**src/rtl/exu_ctrl_if.sv**
```systemverilog
// rtl/exu_ctrl_if.sv - IFU/LSU valid/ready handshake bundle for the exu sequencer
interface exu_ctrl_if;
    logic if_req_valid;
    logic if_req_ready;
    logic if_rsp_valid;
    logic if_rsp_ready;
    logic lsu_req_valid;
    logic lsu_req_we;
    logic lsu_req_ready;
    logic lsu_rsp_valid;

    modport master (
        output if_req_valid, if_rsp_ready, lsu_req_valid, lsu_req_we,
        input  if_req_ready, if_rsp_valid, lsu_req_ready, lsu_rsp_valid
    );

    modport slave (
        input  if_req_valid, if_rsp_ready, lsu_req_valid, lsu_req_we,
        output if_req_ready, if_rsp_valid, lsu_req_ready, lsu_rsp_valid
    );
endinterface

```
**src/rtl/exu_ctrl.sv**
```systemverilog
// rtl/exu_ctrl.sv - multi-cycle fetch/exec/mem/wb sequencer with handshake timeout
module exu_ctrl #(
    parameter int TIMEOUT_CYCLES = 255
) (
    input  logic        clk,
    input  logic        rst,
    exu_ctrl_if.master  bus,
    input  logic        dec_load,
    input  logic        dec_store,
    input  logic        dec_branch,
    input  logic        dec_jump,
    input  logic        dec_ebreak,
    input  logic        dec_rd_wen,
    input  logic        branch_cond,
    output logic        ir_en,
    output logic        pc_en,
    output logic        pc_sel,
    output logic        rf_wen,
    output logic        rf_wdata_sel,
    output logic        halt,
    output logic        err,
    output logic [31:0] retire_cnt
);
    localparam logic [2:0] S_FETCH      = 3'd0;
    localparam logic [2:0] S_FETCH_WAIT = 3'd1;
    localparam logic [2:0] S_EXEC       = 3'd2;
    localparam logic [2:0] S_MEM        = 3'd3;
    localparam logic [2:0] S_MEM_WAIT   = 3'd4;
    localparam logic [2:0] S_WB         = 3'd5;
    localparam logic [2:0] S_HALT       = 3'd6;
    localparam logic [2:0] S_ERROR      = 3'd7;

    localparam logic [7:0] TMO_LIMIT = 8'(TIMEOUT_CYCLES);

    logic [2:0] state;
    logic [2:0] state_nxt;
    logic [7:0] tmo_cnt;
    logic       tmo_hit;
    logic       live;
    logic       in_wb;

    // The current wait cycle is number tmo_cnt+1; a response in it still wins.
    assign tmo_hit = (tmo_cnt + 8'd1) == TMO_LIMIT;

    always_comb begin
        state_nxt = state;
        case (state)
            S_FETCH:      if (bus.if_req_ready) state_nxt = S_FETCH_WAIT;
            S_FETCH_WAIT: begin
                if (bus.if_rsp_valid)  state_nxt = S_EXEC;
                else if (tmo_hit)      state_nxt = S_ERROR;
            end
            S_EXEC: begin
                if (dec_ebreak)                  state_nxt = S_HALT;
                else if (dec_load || dec_store)  state_nxt = S_MEM;
                else                             state_nxt = S_WB;
            end
            S_MEM:        if (bus.lsu_req_ready) state_nxt = S_MEM_WAIT;
            S_MEM_WAIT: begin
                if (bus.lsu_rsp_valid) state_nxt = S_WB;
                else if (tmo_hit)      state_nxt = S_ERROR;
            end
            S_WB:         state_nxt = S_FETCH;
            default:      state_nxt = state;
        endcase
    end

    always_ff @(posedge clk) begin
        if (rst) begin
            state      <= S_FETCH;
            tmo_cnt    <= 8'd0;
            retire_cnt <= 32'd0;
        end else begin
            state <= state_nxt;
            // Request states precede every wait state, so clearing there clears on entry.
            if (state == S_FETCH || state == S_MEM)
                tmo_cnt <= 8'd0;
            else if ((state == S_FETCH_WAIT && !bus.if_rsp_valid) ||
                     (state == S_MEM_WAIT && !bus.lsu_rsp_valid))
                tmo_cnt <= tmo_cnt + 8'd1;
            retire_cnt <= retire_cnt + {31'd0, state == S_WB};
        end
    end

    // Everything is held low while rst is asserted, whatever the registered state.
    assign live  = ~rst;
    assign in_wb = live & (state == S_WB);

    assign bus.if_req_valid  = live & (state == S_FETCH);
    assign bus.if_rsp_ready  = live & (state == S_FETCH_WAIT);
    assign bus.lsu_req_valid = live & (state == S_MEM);
    assign bus.lsu_req_we    = live & (state == S_MEM) & dec_store;

    assign ir_en        = live & (state == S_FETCH_WAIT) & bus.if_rsp_valid;
    assign pc_en        = in_wb;
    assign pc_sel       = in_wb & (dec_jump | (dec_branch & branch_cond));
    assign rf_wen       = in_wb & dec_rd_wen & ~dec_store & ~dec_branch;
    assign rf_wdata_sel = in_wb & dec_load;
    assign halt         = live & (state == S_HALT);
    assign err          = live & (state == S_ERROR);
endmodule

```
**src/flat_wrapper.sv**
```systemverilog
// flat-port wrapper written by rule: the top's interface ports become plain ports
module exu_ctrl_flat 
#(
    parameter int TIMEOUT_CYCLES = 255
)
  (clk, rst, dec_load, dec_store, dec_branch, dec_jump, dec_ebreak, dec_rd_wen, branch_cond, ir_en, pc_en, pc_sel, rf_wen, rf_wdata_sel, halt, err, retire_cnt, bus_if_req_valid, bus_if_rsp_ready, bus_lsu_req_valid, bus_lsu_req_we, bus_if_req_ready, bus_if_rsp_valid, bus_lsu_req_ready, bus_lsu_rsp_valid);
  exu_ctrl_if bus_i ();
  input  logic clk;
  input  logic rst;
  input  logic dec_load;
  input  logic dec_store;
  input  logic dec_branch;
  input  logic dec_jump;
  input  logic dec_ebreak;
  input  logic dec_rd_wen;
  input  logic branch_cond;
  output logic ir_en;
  output logic pc_en;
  output logic pc_sel;
  output logic rf_wen;
  output logic rf_wdata_sel;
  output logic halt;
  output logic err;
  output logic [31:0] retire_cnt;
  output wire logic [$bits(bus_i.if_req_valid)-1:0] bus_if_req_valid;
  output wire logic [$bits(bus_i.if_rsp_ready)-1:0] bus_if_rsp_ready;
  output wire logic [$bits(bus_i.lsu_req_valid)-1:0] bus_lsu_req_valid;
  output wire logic [$bits(bus_i.lsu_req_we)-1:0] bus_lsu_req_we;
  input wire logic [$bits(bus_i.if_req_ready)-1:0] bus_if_req_ready;
  input wire logic [$bits(bus_i.if_rsp_valid)-1:0] bus_if_rsp_valid;
  input wire logic [$bits(bus_i.lsu_req_ready)-1:0] bus_lsu_req_ready;
  input wire logic [$bits(bus_i.lsu_rsp_valid)-1:0] bus_lsu_rsp_valid;
  assign bus_if_req_valid = bus_i.if_req_valid;
  assign bus_if_rsp_ready = bus_i.if_rsp_ready;
  assign bus_lsu_req_valid = bus_i.lsu_req_valid;
  assign bus_lsu_req_we = bus_i.lsu_req_we;
  assign bus_i.if_req_ready = bus_if_req_ready;
  assign bus_i.if_rsp_valid = bus_if_rsp_valid;
  assign bus_i.lsu_req_ready = bus_lsu_req_ready;
  assign bus_i.lsu_rsp_valid = bus_lsu_rsp_valid;
  exu_ctrl #(.TIMEOUT_CYCLES(TIMEOUT_CYCLES)) u_core (.clk(clk), .rst(rst), .bus(bus_i), .dec_load(dec_load), .dec_store(dec_store), .dec_branch(dec_branch), .dec_jump(dec_jump), .dec_ebreak(dec_ebreak), .dec_rd_wen(dec_rd_wen), .branch_cond(branch_cond), .ir_en(ir_en), .pc_en(pc_en), .pc_sel(pc_sel), .rf_wen(rf_wen), .rf_wdata_sel(rf_wdata_sel), .halt(halt), .err(err), .retire_cnt(retire_cnt));
endmodule
```
**config.mk**
```make
export PLATFORM = sky130hd
export DESIGN_NAME = exu_ctrl_flat
export DESIGN_NICKNAME = d
export VERILOG_FILES = /design/src/rtl/exu_ctrl_if.sv /design/src/rtl/exu_ctrl.sv /design/src/flat_wrapper.sv
export SDC_FILE = /design/constraint.sdc
export NUM_CORES = 1
export LEC_CHECK = 0
export BUFFER_PORTS_ARGS = -buffer_cell sky130_fd_sc_hd__buf_2
export CAP_MARGIN = 40
export CORE_MARGIN = 2
export CORE_UTILIZATION = 58
export DETAILED_ROUTE_END_ITERATION = 10
export GPL_TIMING_DRIVEN = 0
export PLACE_DENSITY = 0.95
export SYNTH_ARGS = -nofsm -noshare
export SYNTH_HDL_FRONTEND = slang
export SYNTH_SLANG_ARGS = --single-unit
```
**constraint.sdc**
```tcl
create_clock -name clk -period 3.98 [get_ports clk]
set_clock_uncertainty 0.05 [all_clocks]
set_input_delay 0.796 -clock clk [delete_from_list [all_inputs] [get_ports clk]]
set_output_delay 0.796 -clock clk [all_outputs]
set_load 0.05 [all_outputs]
```
# == After elaboration in Yosys (flattened, before gate mapping) ==
# Cells that the tools add are included.
# word_totals
register_bits,43
inputBits,13
output_inout_bits,43
wordCells,52
# op_classes
n_addsub,2
eq_ne,10
n_mux,8
bitwise_logic,18
reduce_logical,11
# op_table
operator,count
$add A32 B1 Y32,1
$mux W3,7
$pmux W3 S6,1
$and A1 B1 Y1,14
$eq A3 B3 Y1 const B,4
$add A8 B1 Y8 const B,1
$eq A8 B8 Y1 const B,1
$eq A3 B2 Y1 const B,2
$reduce_bool A6 Y1,1
$ne A2 B2 Y1 const B,2
$eq A3 B1 Y1 const B,1
$logic_not A3 Y1,1
$logic_or A1 B1 Y1,3
$not A1 Y1,3
$reduce_and A3 Y1,1
$logic_and A1 B1 Y1,2
$logic_not A1 Y1,2
$reduce_or A2 Y1,1
$or A1 B1 Y1,1

# == Longest topological paths before layout ==
# logic_depth
word_depth,5
ltp_mapped,10
mapped_depth_nobuf,8

# == Worst setup path after synthesis ==
# OpenSTA, ideal clock, no wires.
# synth_path
path_type,input-to-output
startpoint,input rst
endpoint,output rf_wen
t_arrival_ns,2.686
required_time_ns,3.134
slack_ns,0.448
cell_stages,3
path_buffers,0
cell_sequence,nor2_1 nand3_1 nor4b_1
# synth_via
elab_chain_cells,5
# synth_rtl
element,line_no,text
start: declaration,flat_wrapper.sv:9,input logic rst;
$not A1 Y1,exu_ctrl.sv:86,assign live = ~rst;
$and A1 B1 Y1,exu_ctrl.sv:87,assign in_wb = live & (state == S_WB);
$and A1 B1 Y1 (3 in series),exu_ctrl.sv:97,assign rf_wen = in_wb & dec_rd_wen & ~dec_store & ~dec_branch;
end: declaration,flat_wrapper.sv:20,output logic rf_wen;
# Every way passes these cells.

# == Worst setup path in the final report ==
# layout_path
startpoint,register u_core.state[0]
endpoint,register u_core.retire_cnt[28]
# layout_via
elab_chain_cells,2
# layout_rtl
element,line_no,text
start: declaration,exu_ctrl.sv:35,logic [2:0] state;
start signal: assignment,exu_ctrl.sv:74,state <= state_nxt;
$eq A3 B3 Y1,exu_ctrl.sv:81,"retire_cnt <= retire_cnt + {31'd0, state == S_WB};"
$add A32 B1 Y32,exu_ctrl.sv:81,
end signal: assignment,exu_ctrl.sv:81,
end: declaration,exu_ctrl.sv:22,output logic [31:0] retire_cnt
# Every way passes these cells.
# A chain may end at the register's enable or synchronous reset.

==> impl_metrics.tcl <==
set metrics [dict create \
    die_x_um 67.9 \
    num_rows 23 \
    cts_sinks 43 \
    cp.required_ns 4.11 \
    grt_max_degree 13 \
    clk_latency_ns 0.28 \
    syn_nets 305 \
    root_buffer "clkbuf_8" \
    clock_path_buffers 2 \
    first_pass_iters 4 \
    drive_gt1_share_pct 22.9 \
    synthDominantCellAreaShare_pct 36.4 \
    antenna_found_initial 0 \
    holdBufCountCts 0 \
    drc 0 \
    hold_path_class "flip-flop to flip-flop" \
    start_util_pct 59.6 \
    rsz0062_at_grt "no" \
    cts_resized 0 \
    hold_viol_final 0 \
    max_clock_freq_mhz 317 \
    drv_cap 0 \
    critPathArrivalTime_ns 3.28 \
    cts_setup_buffers 0 \
    core_um2 3970 \
    tns_ns 0 \
    io_buffers 55 \
    fin_area_um2 2810 \
    avgViaCountPerCell 5.87 \
    outcome "finished, final reports clean" \
    pre_cts_ws_ns 0.861 \
    syn_avg_cell_area_um2 8.22 \
    drtIter0Drc 269 \
    diodes 0 \
    r2r_setup_slack_ns 0.83 \
    ys_top_cells_by_area "dfxtp_1, nor2_1, mux2_2, xnor2_1, a21oi_1" \
    ios 56 \
    nFillCells 293 \
    gp_congestion 0.939 \
    setup_viol_count_final 0 \
    worst_setup_hold_path_clk_slew_ns 0.08 \
    powerDensity_nw_per_um2 291 \
    synthCells 288 \
    die_area_um2 4610 \
    ys_types 50 \
    slew_headroom_pct 53.3 \
    ant_nets 0 \
    wire_per_inst_um 14.0 \
    dpl.hpwl_um 4080 \
    finalMaxSlewViolations 0 \
    htree_levels 2 \
    fin_crit_ns 3.15 \
    synth_edf_count 0 \
    crit_fanout 10 \
    start_kind "flip-flop" \
    fin_util_pct 70.7 \
    syn_to_final_growth_pct 18.6 \
    critPathCaptureType "flip-flop" \
    p_leak_nw 1.08 \
    synth-seq-cells 43 \
    nNetsFinal 367 \
    finalCritPeriodShare_pct 79.3 \
    grt_pass1_vias 2106 \
    wl_um 5620 \
    grt_overflow 0 \
    postSynth.asyncResetShare_pct 0 \
    cts_tree "built" \
    syn_area_um2 2370 \
    grt.total_usage_pct 25.2 \
    crit_type "flip-flop to flip-flop" \
    cts_made_buffers 5 \
    tightest_slew_ns 0.683 \
    num_vias 2348 \
    ir_drop_v 0.000292 \
    yosysWarnings 0 \
    ys.flop_type "dfxtp_1" \
    chipHeight_um 67.9 \
    ys_seq_area_share_pct 36.4 \
    grt_pass1_wl_um 8960 \
    worst_slack_ns 0.826 \
    place_area_um2 2700 \
    yosys.area.top_type "dfxtp_1" \
]
[cell usage in the layout, fill, tap and decap left out, types with 3 or more instances in the layout]
master and count:
a21oi_1 17, dfxtp_1 43, o21ai_0 5, or3_1 6, buf_2 56, nor3_1 10
or4_1 9, nor4_1 6, nand2_1 18, clkbuf_8 5, nor2b_1 12, clkbuf_1 12
a211o_1 3, o31ai_1 8, nand3_1 12, mux2_2 10, nand4_1 6, ha_1 4
a2111oi_0 5, xor2_1 4, nor2_1 36, xnor2_1 12, inv_1 11, nand2b_1 5
[report_power, final]
| group | switching [W] | internal (W) | total [W] |
|---|---|---|---|
| Clock | 0.000135 | 0.000184 | 0.000319 |
| Sequential | 0.00000127 | 0.000432 | 0.000433 |
| Combinational | 0.0000425 | 0.0000235 | 0.0000660 |
| Total | 0.000179 | 0.000639 | 0.000818 |
[cells in the mapped netlist (3+ instances only)]
master	n
xnor2_1	12
xor2_1	4
nand4_1	6
inv_1	11
nand2b_1	5
o21ai_0	5
nor4_1	6
a211o_1	3
dfxtp_1	43
clkbuf_1	11
mux2_2	10
or3_1	6
nor2b_1	12
nand3_1	12
o31ai_1	8
ha_1	4
a2111oi_0	5
a21oi_1	17
nand2_1	18
nor2_1	36
or4_1	9
nor3_1	10
[kinds of logic (layout without fill, tap and decap cells)]
logic type      Yosys count  after routing  synth area share (%)
buf+inv                  27             89                  4.81
xor+xnor                 16             16                  5.92
simple gates            137            137                  31.4
compound gates           51             51                  14.6
fa+ha+maj                 4              4                  2.12
mux                      10             10                  4.76
flops                    43             43                  36.4
[final cells by class]
class / count / area (um^2) / share of cell area [%]
buffer: 16 / 72.6 / 2.59
clock buffer: 6 / 72.6 / 2.59
clock inverter: 1 / 30.0 / 1.07
inverter: 11 / 41.3 / 1.47
multi-input combinational: 218 / 1390 / 49.6
sequential: 43 / 861 / 30.7
tap: 50 / 62.6 / 2.23
timing repair buffer: 55 / 275 / 9.81
[stage by stage]
step / hold WS, ns / std cells / total power [W]
2_1_floorplan: 0.434 / 288 / 0.000489
3_3_place_gp: 0.433 / 393 / 0.000506
3_5_place_dp: 0.436 / 393 / 0.000508
4_1_cts: 0.448 / 400 / 0.000826
5_1_grt: 0.486 / 400 / 0.000850
6_report: 0.445 / 400 / 0.000818
[worst paths after layout]
| kind | startpoint | to | cells after the start |
|---|---|---|---|
| setup reg to reg | u_core.state[0] | u_core.retire_cnt[28] | 10 |
| hold / removal | u_core.retire_cnt[22] | u_core.retire_cnt[22] | 2 |
| setup / recovery | u_core.state[0] | u_core.retire_cnt[28] | 10 |
| hold reg to reg | u_core.retire_cnt[22] | u_core.retire_cnt[22] | 2 |
[layer usage]
| layer | vias up | GRT usage (%) | routed length (um) |
|---|---|---|---|
| li1 | 1164 | - | - |
| met3 | 13 | 6.25 | 273 |
| met5 | - | 0 | 0 |
| met4 | 0 | 8.50 | 93 |
| met1 | 1105 | 29.7 | 2430 |
| met2 | 66 | 44.5 | 2810 |
[state kept, by name, summed over array words and instances (netlist names)]
| name | count |
|---|---|
| u_core.retire_cnt | 32 |
| u_core.tmo_cnt | 8 |
| u_core.state | 3 |
[critical path, cell delays in order (launching register included)]
cell and delay [ns]:
dfxtp_1 0.31, buf_2 0.18, clkbuf_1 0.32, nand2_1 0.15, nor2_1 0.13, ha_1 0.25, ha_1 0.32, inv_1 0.11
or4_1 0.63, nor3_1 0.23, mux2_2 0.37
No activity file was read; power rests on OpenSTA's default activity.
